--- src/rtl/uart_receiver.sv ---
// UART receive stage: synchronizes the RX line, samples it at mid-bit with a 16x baud tick,
// rebuilds 5-8 bit frames with parity/stop checking and hands them out through a valid/ack register.
module uart_receiver #(
    parameter int SYNC_STAGES = 2,
    parameter int CFG_COUNT   = 100000
) (
    input  logic       clk_i,
    input  logic       rst_n_i,
    input  logic       enable_i,
    input  logic       ov_baud_rt_i,
    input  logic       rx_i,
    input  logic [1:0] data_width_i,
    input  logic [1:0] parity_mode_i,
    input  logic [1:0] stop_bits_number_i,
    input  logic       rx_ack_i,
    output logic [7:0] rx_data_o,
    output logic       rx_valid_o,
    output logic       parity_err_o,
    output logic       frame_err_o,
    output logic       overrun_o,
    output logic       config_req_o,
    output logic       rx_idle_o
);

    // state     | meaning
    // RX_IDLE   | line idle, waiting for a falling edge
    // RX_START  | qualifying the start bit at its middle
    // RX_DATA   | sampling data bits, LSB first
    // RX_PARITY | sampling the parity bit
    // RX_STOP   | sampling one or two stop bits, then completing the frame
    // RX_BREAK  | line held low after a break frame, timing a config request
    typedef enum logic [2:0] {
        RX_IDLE,
        RX_START,
        RX_DATA,
        RX_PARITY,
        RX_STOP,
        RX_BREAK
    } state_t;

    localparam int             BW      = $clog2(CFG_COUNT + 1);
    localparam logic [BW-1:0]  BRK_MAX = BW'(CFG_COUNT);

    state_t                 state_q;
    logic [SYNC_STAGES-1:0] sync_q;
    logic [3:0]             tick_cnt_q;
    logic [2:0]             bit_cnt_q;
    logic                   stop_cnt_q;
    logic [7:0]             shift_q;
    logic                   par_acc_q;
    logic                   any_one_q;
    logic                   perr_acc_q;
    logic                   ferr_acc_q;
    logic [BW-1:0]          brk_cnt_q;
    logic [7:0]             rx_data_q;
    logic                   rx_valid_q;
    logic                   parity_err_q;
    logic                   frame_err_q;
    logic                   overrun_q;
    logic                   config_req_q;

    logic       rx_s;
    logic       mid_bit_d;
    logic       last_data_d;
    logic       two_stop_d;
    logic       complete_d;
    logic       load_d;
    logic       frame_ferr_d;
    logic       is_break_d;
    logic [7:0] frame_data_d;

    assign rx_s = sync_q[SYNC_STAGES-1];

    always_comb begin
        mid_bit_d    = ov_baud_rt_i && (tick_cnt_q == 4'd15);
        last_data_d  = (bit_cnt_q == ({1'b0, data_width_i} + 3'd4));
        two_stop_d   = (stop_bits_number_i == 2'b01);
        complete_d   = (state_q == RX_STOP) && mid_bit_d && (!two_stop_d || stop_cnt_q);
        load_d       = complete_d && (!rx_valid_q || rx_ack_i);
        frame_ferr_d = ferr_acc_q | ~rx_s;
        // Break: every sampled bit of the frame, including the final stop, was low.
        is_break_d   = !any_one_q && !rx_s;
        frame_data_d = shift_q >> (2'd3 - data_width_i);
    end

    always_ff @(posedge clk_i or negedge rst_n_i) begin
        if (!rst_n_i) begin
            state_q      <= RX_IDLE;
            sync_q       <= '1;
            tick_cnt_q   <= '0;
            bit_cnt_q    <= '0;
            stop_cnt_q   <= 1'b0;
            shift_q      <= '0;
            par_acc_q    <= 1'b0;
            any_one_q    <= 1'b0;
            perr_acc_q   <= 1'b0;
            ferr_acc_q   <= 1'b0;
            brk_cnt_q    <= '0;
            rx_data_q    <= '0;
            rx_valid_q   <= 1'b0;
            parity_err_q <= 1'b0;
            frame_err_q  <= 1'b0;
            overrun_q    <= 1'b0;
            config_req_q <= 1'b0;
        end else begin
            sync_q       <= {sync_q[SYNC_STAGES-2:0], rx_i};
            overrun_q    <= 1'b0;
            config_req_q <= 1'b0;

            if (load_d) begin
                rx_data_q    <= frame_data_d;
                parity_err_q <= perr_acc_q;
                frame_err_q  <= frame_ferr_d;
                rx_valid_q   <= 1'b1;
            end else if (complete_d) begin
                overrun_q <= 1'b1;
            end else if (rx_ack_i) begin
                rx_valid_q <= 1'b0;
            end

            case (state_q)
                RX_IDLE: begin
                    if (!rx_s && enable_i) begin
                        tick_cnt_q <= '0;
                        state_q    <= RX_START;
                    end
                end
                RX_START: begin
                    if (ov_baud_rt_i) begin
                        tick_cnt_q <= tick_cnt_q + 4'd1;
                        if (tick_cnt_q == 4'd7) begin
                            tick_cnt_q <= '0;
                            if (rx_s) begin
                                state_q <= RX_IDLE;
                            end else begin
                                state_q    <= RX_DATA;
                                bit_cnt_q  <= '0;
                                stop_cnt_q <= 1'b0;
                                par_acc_q  <= 1'b0;
                                any_one_q  <= 1'b0;
                                perr_acc_q <= 1'b0;
                                ferr_acc_q <= 1'b0;
                            end
                        end
                    end
                end
                RX_DATA: begin
                    if (ov_baud_rt_i) begin
                        tick_cnt_q <= tick_cnt_q + 4'd1;
                        if (mid_bit_d) begin
                            shift_q   <= {rx_s, shift_q[7:1]};
                            par_acc_q <= par_acc_q ^ rx_s;
                            any_one_q <= any_one_q | rx_s;
                            if (last_data_d) begin
                                bit_cnt_q <= '0;
                                state_q   <= parity_mode_i[1] ? RX_STOP : RX_PARITY;
                            end else begin
                                bit_cnt_q <= bit_cnt_q + 3'd1;
                            end
                        end
                    end
                end
                RX_PARITY: begin
                    if (ov_baud_rt_i) begin
                        tick_cnt_q <= tick_cnt_q + 4'd1;
                        if (mid_bit_d) begin
                            perr_acc_q <= rx_s ^ par_acc_q ^ parity_mode_i[0];
                            any_one_q  <= any_one_q | rx_s;
                            state_q    <= RX_STOP;
                        end
                    end
                end
                RX_STOP: begin
                    if (ov_baud_rt_i) begin
                        tick_cnt_q <= tick_cnt_q + 4'd1;
                        if (mid_bit_d) begin
                            any_one_q <= any_one_q | rx_s;
                            if (!rx_s) begin
                                ferr_acc_q <= 1'b1;
                            end
                            if (complete_d) begin
                                brk_cnt_q <= '0;
                                state_q   <= is_break_d ? RX_BREAK : RX_IDLE;
                            end else begin
                                stop_cnt_q <= 1'b1;
                            end
                        end
                    end
                end
                RX_BREAK: begin
                    if (rx_s) begin
                        brk_cnt_q <= '0;
                        state_q   <= RX_IDLE;
                    end else if (brk_cnt_q != BRK_MAX) begin
                        brk_cnt_q <= brk_cnt_q + BW'(1);
                        if (brk_cnt_q == BRK_MAX - BW'(1)) begin
                            config_req_q <= 1'b1;
                        end
                    end
                end
                default: state_q <= RX_IDLE;
            endcase
        end
    end

    assign rx_data_o    = rx_data_q;
    assign rx_valid_o   = rx_valid_q;
    assign parity_err_o = parity_err_q;
    assign frame_err_o  = frame_err_q;
    assign overrun_o    = overrun_q;
    assign config_req_o = config_req_q;
    assign rx_idle_o    = (state_q == RX_IDLE);

endmodule

--- config.mk ---
export PLATFORM = sky130hd
export DESIGN_NAME = uart_receiver
export DESIGN_NICKNAME = d
export VERILOG_FILES = /design/src/rtl/uart_receiver.sv
export SDC_FILE = /design/constraint.sdc
export NUM_CORES = 1
export LEC_CHECK = 0
export ABC_CLOCK_PERIOD_IN_PS = 2000
export BUFFER_PORTS_ARGS = -buffer_cell sky130_fd_sc_hd__buf_4
export CAP_MARGIN = 0
export CORE_MARGIN = 3
export CORE_UTILIZATION = 54
export DETAILED_ROUTE_END_ITERATION = 10
export PLACE_DENSITY = 0.76
export SYNTH_ARGS = -nofsm -noshare
export SYNTH_HDL_FRONTEND = slang
export SYNTH_SLANG_ARGS = --single-unit
--- constraint.sdc ---
create_clock -name clk_i -period 2 [get_ports clk_i]
set_input_delay 0.1 -clock clk_i [delete_from_list [all_inputs] [get_ports clk_i]]
set_output_delay 0.1 -clock clk_i [all_outputs]
set_load 0.02 [all_outputs]
# After elaboration in Yosys (flattened, before gate mapping)
# Index checks and enable logic that the tools add are counted.
# totals
regBits,55
inputBits,12
out_inout_bits,14
elab_cells,152
# op_classes
add_sub_neg,5
n_eq_ne,30
n_shift,1
muxes,63
n_bitwise,5
reduce_logical,31
# ops
op,n
$mux W17,5
$mux W3,20
$pmux W17 S2,1
$ne A2 B2 Y1 const B,14
$mux W1,24
$pmux W3 S6,1
$reduce_and A6 Y1,3
$add A17 B1 Y17 const B,1
$eq A17 B17 Y1 const B,1
$ne A17 B17 Y1 const B,1
$mux W4,4
$reduce_and A7 Y1,2
$pmux W4 S3,1
$reduce_and A12 Y1,1
$reduce_bool A2 Y1,6
$pmux W1 S2,5
$ne A2 B1 Y1 const B,4
$shr A8 B2 Y8,1
$eq A3 B2 Y1 const B,2
$eq A3 B3 Y1 const B,2
$logic_and A1 B1 Y1,6
$pmux W3 S2,1
$reduce_and A5 Y1,1
$add A4 B1 Y4 const B,1
21 further kinds,27

# Logic depth before layout (Yosys ltp)
# Gate-level depths: netlist of the first run.
# logic_depth
word_depth,8
ltp_mapped,8
depth_no_buf,7

# Least setup slack after synthesis of the first run
# Ideal clock, no wire load.
# synth_path
path_kind,flip-flop to flip-flop
startpoint,register tick_cnt_q[0]
endpoint,register brk_cnt_q[12]
setup_time_ps,124
arrival_time_ps,1890
t_required_ps,1876
path_slack_ps,-14
path_stages_with_launch,8
path_buffers,1
synth_period_minus_slack_ps,2014
cell_sequence,dfrtp_1 > ha_1 > nand4_4 > nor2_2 > nor2_1 > or4_1 > buf_4 > a211o_1
# synth_between
elab_chain_len,6
word_cells_on_any_way,7
classes_between,3 x eq/ne; 4 x reduce/logical
# synth_rtl
item,line,source
start: declaration,46,logic [3:0] tick_cnt_q;
start signal: assignment,130,tick_cnt_q <= tick_cnt_q + 4'd1;
start signal: assignment,149,tick_cnt_q <= tick_cnt_q + 4'd1;
start signal: assignment,165,tick_cnt_q <= tick_cnt_q + 4'd1;
$eq A4 B4 Y1 *,75,mid_bit_d = ov_baud_rt_i && (tick_cnt_q == 4'd15);
$logic_and A1 B1 Y1 *,75,
$logic_and A1 B1 Y1 (2 in series),78,complete_d = (state_q == RX_STOP) && mid_bit_d && (!two_stop_d || stop_cnt_q);
$ne A2 B2 Y1 (no source line),-,
$reduce_and A5 Y1 (no source line) *,-,
end signal: assignment,195,brk_cnt_q <= brk_cnt_q + BW'(1);
end: declaration,54,logic [BW-1:0] brk_cnt_q;
# Mark *: on every way between the ends. The rest lies on a longest branch, timed or not.
# A chain may end at the register's enable or synchronous reset.

# Worst setup path after layout of the first run
# layout_path
startpoint,register sync_q[1]
endpoint,register brk_cnt_q[12]
# layout_between
elab_chain_len,2
word_cells_on_any_way,4
classes_between,1 x eq/ne; 2 x mux; 1 x reduce/logical
# layout_rtl
item,line,source
start: declaration,45,logic [SYNC_STAGES-1:0] sync_q;
start signal: assignment,106,"sync_q <= {sync_q[SYNC_STAGES-2:0], rx_i};"
$ne A3 B3 Y1 (no source line) / $mux W17 (equally long branches),-,
$reduce_and A5 Y1 (no source line) / $pmux W17 S2 (equally long branches),-,
# Parallel ways exist; a longest one is shown, timed or not.

==> metrics.yaml, run 1 <==
cts-htree-levels: 2
critPathCapture: "brk_cnt_q[12]"
final_common_cell: "buf_4"
maxCapViolCount: 0
worst_clock_skew_ns: 0.01228
crit_slowest_cell: "dfstp_2"
die_h_um: 80.34
fmax_mhz: 516.8
clk_latency_ns: 0.32
ys_ff_latch: 55
start_util: 0.5698
fin_nets: 389
grt_antenna_before_repair: 0
final_core_util: 0.6839
yosys_warnings: 0
setup_violations: 0
cpPeakStageDelay_ns: 0.55
layout_common_cells: "buf_4 (60), nand2_1 (58), dfrtp_1 (53)"
ys_types: 51
grtUsageTotal: 0.2133
cp_max_fo: 9
dpl.hpwl_mm: 4.703
p_per_area_mw_per_mm2: 904.4
placed_cells: 434
first_global_vias: 2353
fp-row-count: 26
portBuffers: 25
wl_per_cell_um: 14.80
ys_seq_area_frac: 0.4621
rsz0062_at_grt: "false"
ys_top_cells_by_area: "dfrtp_1 (44%), nand2_1 (7.3%), o21ai_0 (4.9%)"
core_area_mm2: 0.005238
ys.flop_type: "dfrtp_1"
die_x_um: 80.34
cp_data_required_time_ns: 2.22
p_total_uw: 3240
tns_ns: 0
netlist_area_mm2: 0.002984
seq_area_mm2: 0.001379
ant_nets: 0
reg2reg_setup_slack_ns: 0.07
tightest_slew_ns: 0.6913
slew_headroom: 0.5391
routed_wl_mm: 6.573
grt_start_max_net_pins: 56
routed-via-count: 2572
critPathKind: "flip-flop to flip-flop"
cts_buffers: 5
dr.pass1.iters: 4
arrival_ns: 2.15
fillers: 415
final_cells: 444
status: "finished, final reports clean"
r2r-end: "brk_cnt_q[12]"
path_cells: "nor2_1, and3_1, and3_4, or4_1, buf_4, a211o_1"
drtIter0Drc: 168
synth_nets: 334
worstSetupEndpointType: "flip-flop"
drc_errors: 0
cts_root_buffer: "clkbuf_8"
final_min_period_over_clock_period: 0.9674
antenna-diode-count: 0
crit_start: "sync_q[1]"
clkTransAtPathRegs_ns: 0.11
synth.avg_cell_area_um2: 9.384
finalHoldViolations: 0
layout-drive-gt1-share: 0.2380
fin_ws_ns: 0.06510
clockBufferDepth: 2
pre_cts_ws_ns: -0.02558
area_delta_synth_final_pct: 20.04
r2r-start: "sync_q[1]"
synth_top_area_cell: "dfrtp_1"
pin_count: 26
ys_async_sr_fraction: 1.000
slew_viol_final: 0
synth_edf_count: 0
yosysTopAreaCellShare: 0.4444
synthCells: 318
overflow: 0
post_cts_buffers: 0
peakVddDrop_mv: 0.5475
viasPerCell: 5.793
place.gp.congestion: 0.9088
p_leak_uw: 0.001690
r2r.worst_path.cells: 6
die_area_mm2: 0.006454
multi_input_area_mm2: 0.001521
clock-sinks: 55
cts_tree: "yes"
hold_path_class: "primary input to flip-flop"
finalWorstPathRequiredPeriod_ns: 1.935
grt_pass1_wl_mm: 10.84
cp-start-kind: "flip-flop"
[power by group]
group	internal [µW]	switching, µW	leakage [µW]
clock	253	386	0.0000454
combinational	543	642	0.000946
sequential	1280	137	0.000699
total	2070	1170	0.00169
[stage by stage]
stage / instance area, µm² / hold slack (ns)
floorplan: 2987 / -0.1956
global placement: 3457 / 0.1849
detailed placement: 3457 / 0.1922
CTS: 3576 / 0.08752
global route: 3582 / 0.1114
finish: 3582 / 0.09662
[synth_stat cells, types with 2 or more instances]
cell type  instances
buf_2              3
and3_1             4
a41oi_1            4
o22ai_1            4
mux2_2             9
a21oi_1            7
nor2_1            14
nand3_1           15
dfstp_2            2
o31a_1             2
o31ai_1            2
nor4_1             2
nand2_1           58
nand4_1            4
a22o_1            10
ha_1               4
a21o_1             2
dfrtp_1           53
nand2b_1          10
mux2i_1            7
a31oi_1           10
nor3_1             7
o211a_1            2
and4_1             2
clkbuf_1           8
inv_1              8
xnor2_1            8
o211ai_1           2
xor2_1             4
o21ai_0           29
nor3b_1            2
[state kept, by name, summed over array words and instances, names as in the netlist]
name	flops
brk_cnt_q	17
bit_cnt_q	3
config_req_o	1
state_q	3
overrun_o	1
shift_q	8
rx_valid_o	1
perr_acc_q	1
frame_err_o	1
par_acc_q	1
sync_q	2
parity_err_o	1
stop_cnt_q	1
rx_data_o	8
ferr_acc_q	1
any_one_q	1
tick_cnt_q	4
[what timing repair did]
action                                  in CTS  in global routing
hold buffers                                 2                  0
resized for setup                            1                  2
pin swaps                                    1                  0
endpoints found under the hold margin       54                  0
endpoints found under the setup margin       8                  2
[logic make-up after synthesis]
group | share of synthesized area
AND/OR/NAND/NOR | 0.2273
AO/OA/AOI/OAI | 0.1673
XOR/XNOR | 0.03522
buffers and inverters | 0.03396
multiplexers | 0.05744
adder cells (fa/ha/maj) | 0.01677
flip-flops | 0.4621
[routing by layer]
| layer | track usage | routed length [µm] | vias to the layer above |
|---|---|---|---|
| li1 | - | - | 1254 |
| met1 | 0.2825 | 2918 | 1246 |
| met2 | 0.3642 | 3328 | 66 |
| met3 | 0.03700 | 288 | 6 |
| met4 | 0.04899 | 38 | 0 |
| met5 | 0 | 0 | - |
[cell type report]
| type | instances | area share |
|---|---|---|
| Multi-Input combinational cell | 240 | 0.4247 |
| Sequential cell | 55 | 0.3849 |
| Timing Repair Buffer | 62 | 0.1313 |
| Tap cell | 70 | 0.02445 |
| Clock buffer | 6 | 0.02026 |
| Inverter | 9 | 0.009431 |
| Clock inverter | 2 | 0.004890 |
[critical path, delay by kind of cell, from the launching register on]
family,cells,cell delay [ns]
AOI/OAI and AO/OA,1,0.29
and+or+nand+nor,4,0.82
DFF,1,0.55
buffers and inverters,1,0.19
[how the worst min path moves through the flow]
stage                  from      endpoint  cells after the start
5_1_grt        ov_baud_rt_i    stop_cnt_q                      2
4_1_cts        ov_baud_rt_i    stop_cnt_q                      2
2_1_floorplan       rst_n_i     any_one_q                      0
6_report       ov_baud_rt_i    stop_cnt_q                      2
3_3_place_gp        rst_n_i  brk_cnt_q[3]                      1
3_5_place_dp        rst_n_i  brk_cnt_q[3]                      1
(Power assumes the default switching activity.)
==> run 2, diff against run 1 <==
- ABC_AREA: not set -> 1
==> run 2 against run 1 <==
  * Clock power grew 18%
  * Sequential share of layout area rose by 0.38 points
  * Register-to-register slack gained 0.23 ns
  * Final cell count rose by 19%
  * Critical endpoint is now brk_cnt_q[14]
  * Die area rose by 5.6%
  * Largest power group unchanged
  * First-iteration DRC count up 8.3%
  * Count of clock-buffer cells in the layout fell by 1
  * Clock skew decreased by 0.0048 ns
  * Total power increased by 3.8%
==> metrics.yaml, run 2 <==
status: "finished, final reports clean"  # unchanged
synth_compound_area_frac: 0.1218  # was 0.1673
cts-htree-levels: 2  # unchanged
grt_pass1_wl_mm: 11.18  # was 10.84 mm
routed-via-count: 2742  # was 2572
peakVddDrop_mv: 0.7693  # was 0.5475 mV
met2WireLength_mm: 2.854  # was 3.328 mm
slew_headroom: 0.5497  # was 0.5391
tightest_slew_ns: 0.6754  # was 0.6913 ns
yosysMostFrequentCell: "nand2_1"  # unchanged
tns_ns: 0  # unchanged
cts_root_buffer: "clkbuf_8"  # unchanged
r2r-end: "brk_cnt_q[14]"  # was brk_cnt_q[12]
wl_per_cell_um: 11.96  # was 14.80 µm
largest_register_ffs: 17  # unchanged
place.gp.congestion: 0.8783  # was 0.9088
top_layer: "met4"  # unchanged
hold_start: "parity_mode_i[0]"  # was ov_baud_rt_i
dr.pass1.iters: 4  # unchanged
clk_latency_ns: 0.31  # was 0.32 ns
core_area_mm2: 0.005574  # was 0.005238 mm²
finalHoldViolations: 0  # unchanged
pre_cts_ws_ns: 0.3204  # was -0.02558 ns
ys_top_cells_by_area: "dfrtp_1 (42%), nand2_1 (17%), nor2_1 (5.5%)"  # was dfrtp_1 (44%), nand2_1 (7.3%), o21ai_0 (4.9%)
final_cells: 530  # was 444
antenna-diode-count: 0  # unchanged
pwr-share-comb: 0.362  # was 0.366
fp-row-count: 27  # was 26
setup_violations: 0  # unchanged
critPathKind: "flip-flop to flip-flop"  # unchanged
final_min_period_over_clock_period: 0.8539  # was 0.9674
yosys_warnings: 0  # unchanged
intPower_uw: 2022  # was 2074 µW
hold_path_class: "primary input to flip-flop"  # unchanged
viasPerCell: 5.174  # was 5.793
muxShareOfSynthArea: 0  # was 0.05744
cp_max_fo: 13  # was 9
ys.flop_type: "dfrtp_1"  # unchanged
wirelength_met1_mm: 3.124  # was 2.918 mm
r2r-start: "tick_cnt_q[0]"  # was sync_q[1]
cp-start-kind: "flip-flop"  # unchanged
ys_types: 34  # was 51
fin_ws_ns: 0.2922  # was 0.06510 ns
ant_nets: 0  # unchanged
netlist_area_mm2: 0.003164  # was 0.002984 mm²
clkTransAtPathRegs_ns: 0.10  # was 0.11 ns
die_h_um: 82.55  # was 80.34 µm
portBuffers: 25  # unchanged
first_global_vias: 2577  # was 2353
ys_seq_area_frac: 0.4357  # was 0.4621
finalWorstPathRequiredPeriod_ns: 1.708  # was 1.935 ns
post_cts_buffers: 0  # unchanged
power.switching_uw: 1341  # was 1165 µW
fillers: 510  # was 415
synth_top_area_cell: "dfrtp_1"  # unchanged
die_x_um: 82.55  # was 80.34 µm
synthSimpleGateAreaFrac: 0.3234  # was 0.2273
p_clk_frac: 0.225  # was 0.197
arrival_ns: 1.96  # was 2.15 ns
worst_clock_skew_ns: 0.007434  # was 0.01228 ns
start_util: 0.5677  # was 0.5698
pin_count: 26  # unchanged
reg2reg_setup_slack_ns: 0.29  # was 0.07 ns
crit_start: "tick_cnt_q[0]"  # was sync_q[1]
synth_fa_ha_area_frac: 0.01582  # was 0.01677
ys_async_sr_fraction: 1.000  # unchanged
drtIter0Drc: 182  # was 168
yosysTopAreaCellShare: 0.4191  # was 0.4444
dpl.hpwl_mm: 4.760  # was 4.703 mm
cp_data_required_time_ns: 2.25  # was 2.22 ns
grt_start_max_net_pins: 56  # unchanged
die_area_mm2: 0.006815  # was 0.006454 mm²
clockBufferDepth: 2  # unchanged
top_register: "brk_cnt_q"  # unchanged
dr_wl_met3_um: 268  # was 288 µm
p_seq_frac: 0.412  # was 0.437
ys_ff_latch: 55  # unchanged
p_leak_uw: 0.001719  # was 0.001690 µW
layout-drive-gt1-share: 0.1507  # was 0.2380
critPathCapture: "brk_cnt_q[14]"  # was brk_cnt_q[12]
worstSetupEndpointType: "flip-flop"  # unchanged
routed_wl_mm: 6.341  # was 6.573 mm
overflow: 0  # unchanged
synthCells: 428  # was 318
grt_antenna_before_repair: 0  # unchanged
r2r.worst_path.cells: 10  # was 6
placed_cells: 520  # was 434
synth_common_cells: "nand2_1 (143), dfrtp_1 (53), nor2_1 (46)"  # was nand2_1 (58), dfrtp_1 (53), o21ai_0 (29)
synth_nets: 444  # was 334
swShare: 0.3989  # was 0.3597
synth_edf_count: 0  # unchanged
synth.avg_cell_area_um2: 7.393  # was 9.384 µm²
fmax_mhz: 585.6  # was 516.8 MHz
rsz0062_at_grt: "false"  # unchanged
maxCapViolCount: 0  # unchanged
slew_viol_final: 0  # unchanged
cts_buffers: 5  # unchanged
synth_xor_area_frac: 0.03045  # was 0.03522
grtUsageTotal: 0.2091  # was 0.2133
final_common_cell: "nand2_1"  # was buf_4
drc_errors: 0  # unchanged
area_delta_synth_final_pct: 12.10  # was 20.04%
clock-sinks: 55  # unchanged
layout_common_cells: "nand2_1 (143), dfrtp_1 (53), nor2_1 (46)"  # was buf_4 (60), nand2_1 (58), dfrtp_1 (53)
fin_nets: 473  # was 389
p_per_area_mw_per_mm2: 948.1  # was 904.4 mW/mm²
cts_tree: "yes"  # unchanged
synth_top_family_by_area: "simple AND/OR/NAND/NOR gates"  # unchanged
-- run 2: cell count changes after synthesis, moves of 10 or more --
cell | previous run | this run
a31oi_1 | 10 | 0
o21ai_2 | 0 | 10
nand2b_1 | 10 | 0
nor2_1 | 14 | 46
a22o_1 | 10 | 0
nand3_1 | 15 | 27
inv_1 | 8 | 43
nand2_1 | 58 | 143
-- run 2: how the worst min path moves through the flow --
stage,to,cells past startpoint
5_1_grt,overrun_o,4
3_3_place_gp,brk_cnt_q[11],1
6_report,perr_acc_q,4
2_1_floorplan,any_one_q,0
3_5_place_dp,brk_cnt_q[11],1
4_1_cts,perr_acc_q,4
-- run 2: routing by layer --
metal | GRT usage | up-vias
met5 | 0 | -
met4 | 0.06046 | 0
met3 | 0.02603 | 12
met2 | 0.3397 | 63
met1 | 0.2929 | 1240
li1 | - | 1427
-- run 2: metrics by stage --
| stage | util | power (µW) | hold WS (ns) | cell area [µm²] |
|---|---|---|---|---|
| floorplan | - | 2330 | -0.1956 | 3164 |
| global placement | 0.6119 | 2592 | 0.1922 | 3411 |
| detailed placement | 0.6119 | 2612 | 0.1912 | 3411 |
| CTS | 0.6364 | 3381 | 0.08010 | 3547 |
| global route | 0.6364 | 3639 | 0.1181 | 3547 |
| finish | 0.6364 | 3363 | 0.07597 | 3547 |
-- run 2: final cells by class --
type                    count  area (µm²)  share of cell area
inverters                  49       183.9             0.05185
well taps                  72       90.09             0.02540
repair buffers             29       222.7             0.06279
flip-flops and latches     55        1379              0.3887
clock buffers               5       68.82             0.01940
clock inverters             3       47.55             0.01340
multi-input cells         317        1555              0.4384
-- run 2: cells by family (layout without fill, tap and decap cells) --
| logic type | Yosys count | in the layout |
|---|---|---|
| xor+xnor | 11 | 11 |
| compound gates | 61 | 61 |
| simple gates | 241 | 241 |
| fa+ha+maj | 4 | 4 |
| flops | 55 | 55 |
| buf+inv | 56 | 86 |
-- run 2: critical path, cell delays in order, from the launching register on --
cell and delay (ns):
dfrtp_1 0.40, ha_1 0.19, nand2_2 0.10, nor2_4 0.19
nand2_2 0.11, a21oi_4 0.17, nand3_2 0.07, buf_4 0.20
inv_1 0.11, nand2_1 0.06, nand2_1 0.06
-- run 2: timing repair --
item                      4_1_cts  5_1_grt
hold buffers                    2        0
hold endpoints to repair       54        0
resized for setup               0        0
-- run 2: power groups by stage --
stage / Clock [µW] / Combinational (µW) / Sequential (µW)
final: 757 / 1220 / 1390
after floorplan: 0 / 962 / 1370
after global routing: 818 / 1410 / 1410
after CTS: 780 / 1220 / 1380
after global placement: 0 / 1190 / 1400
after detailed placement: 0 / 1210 / 1410
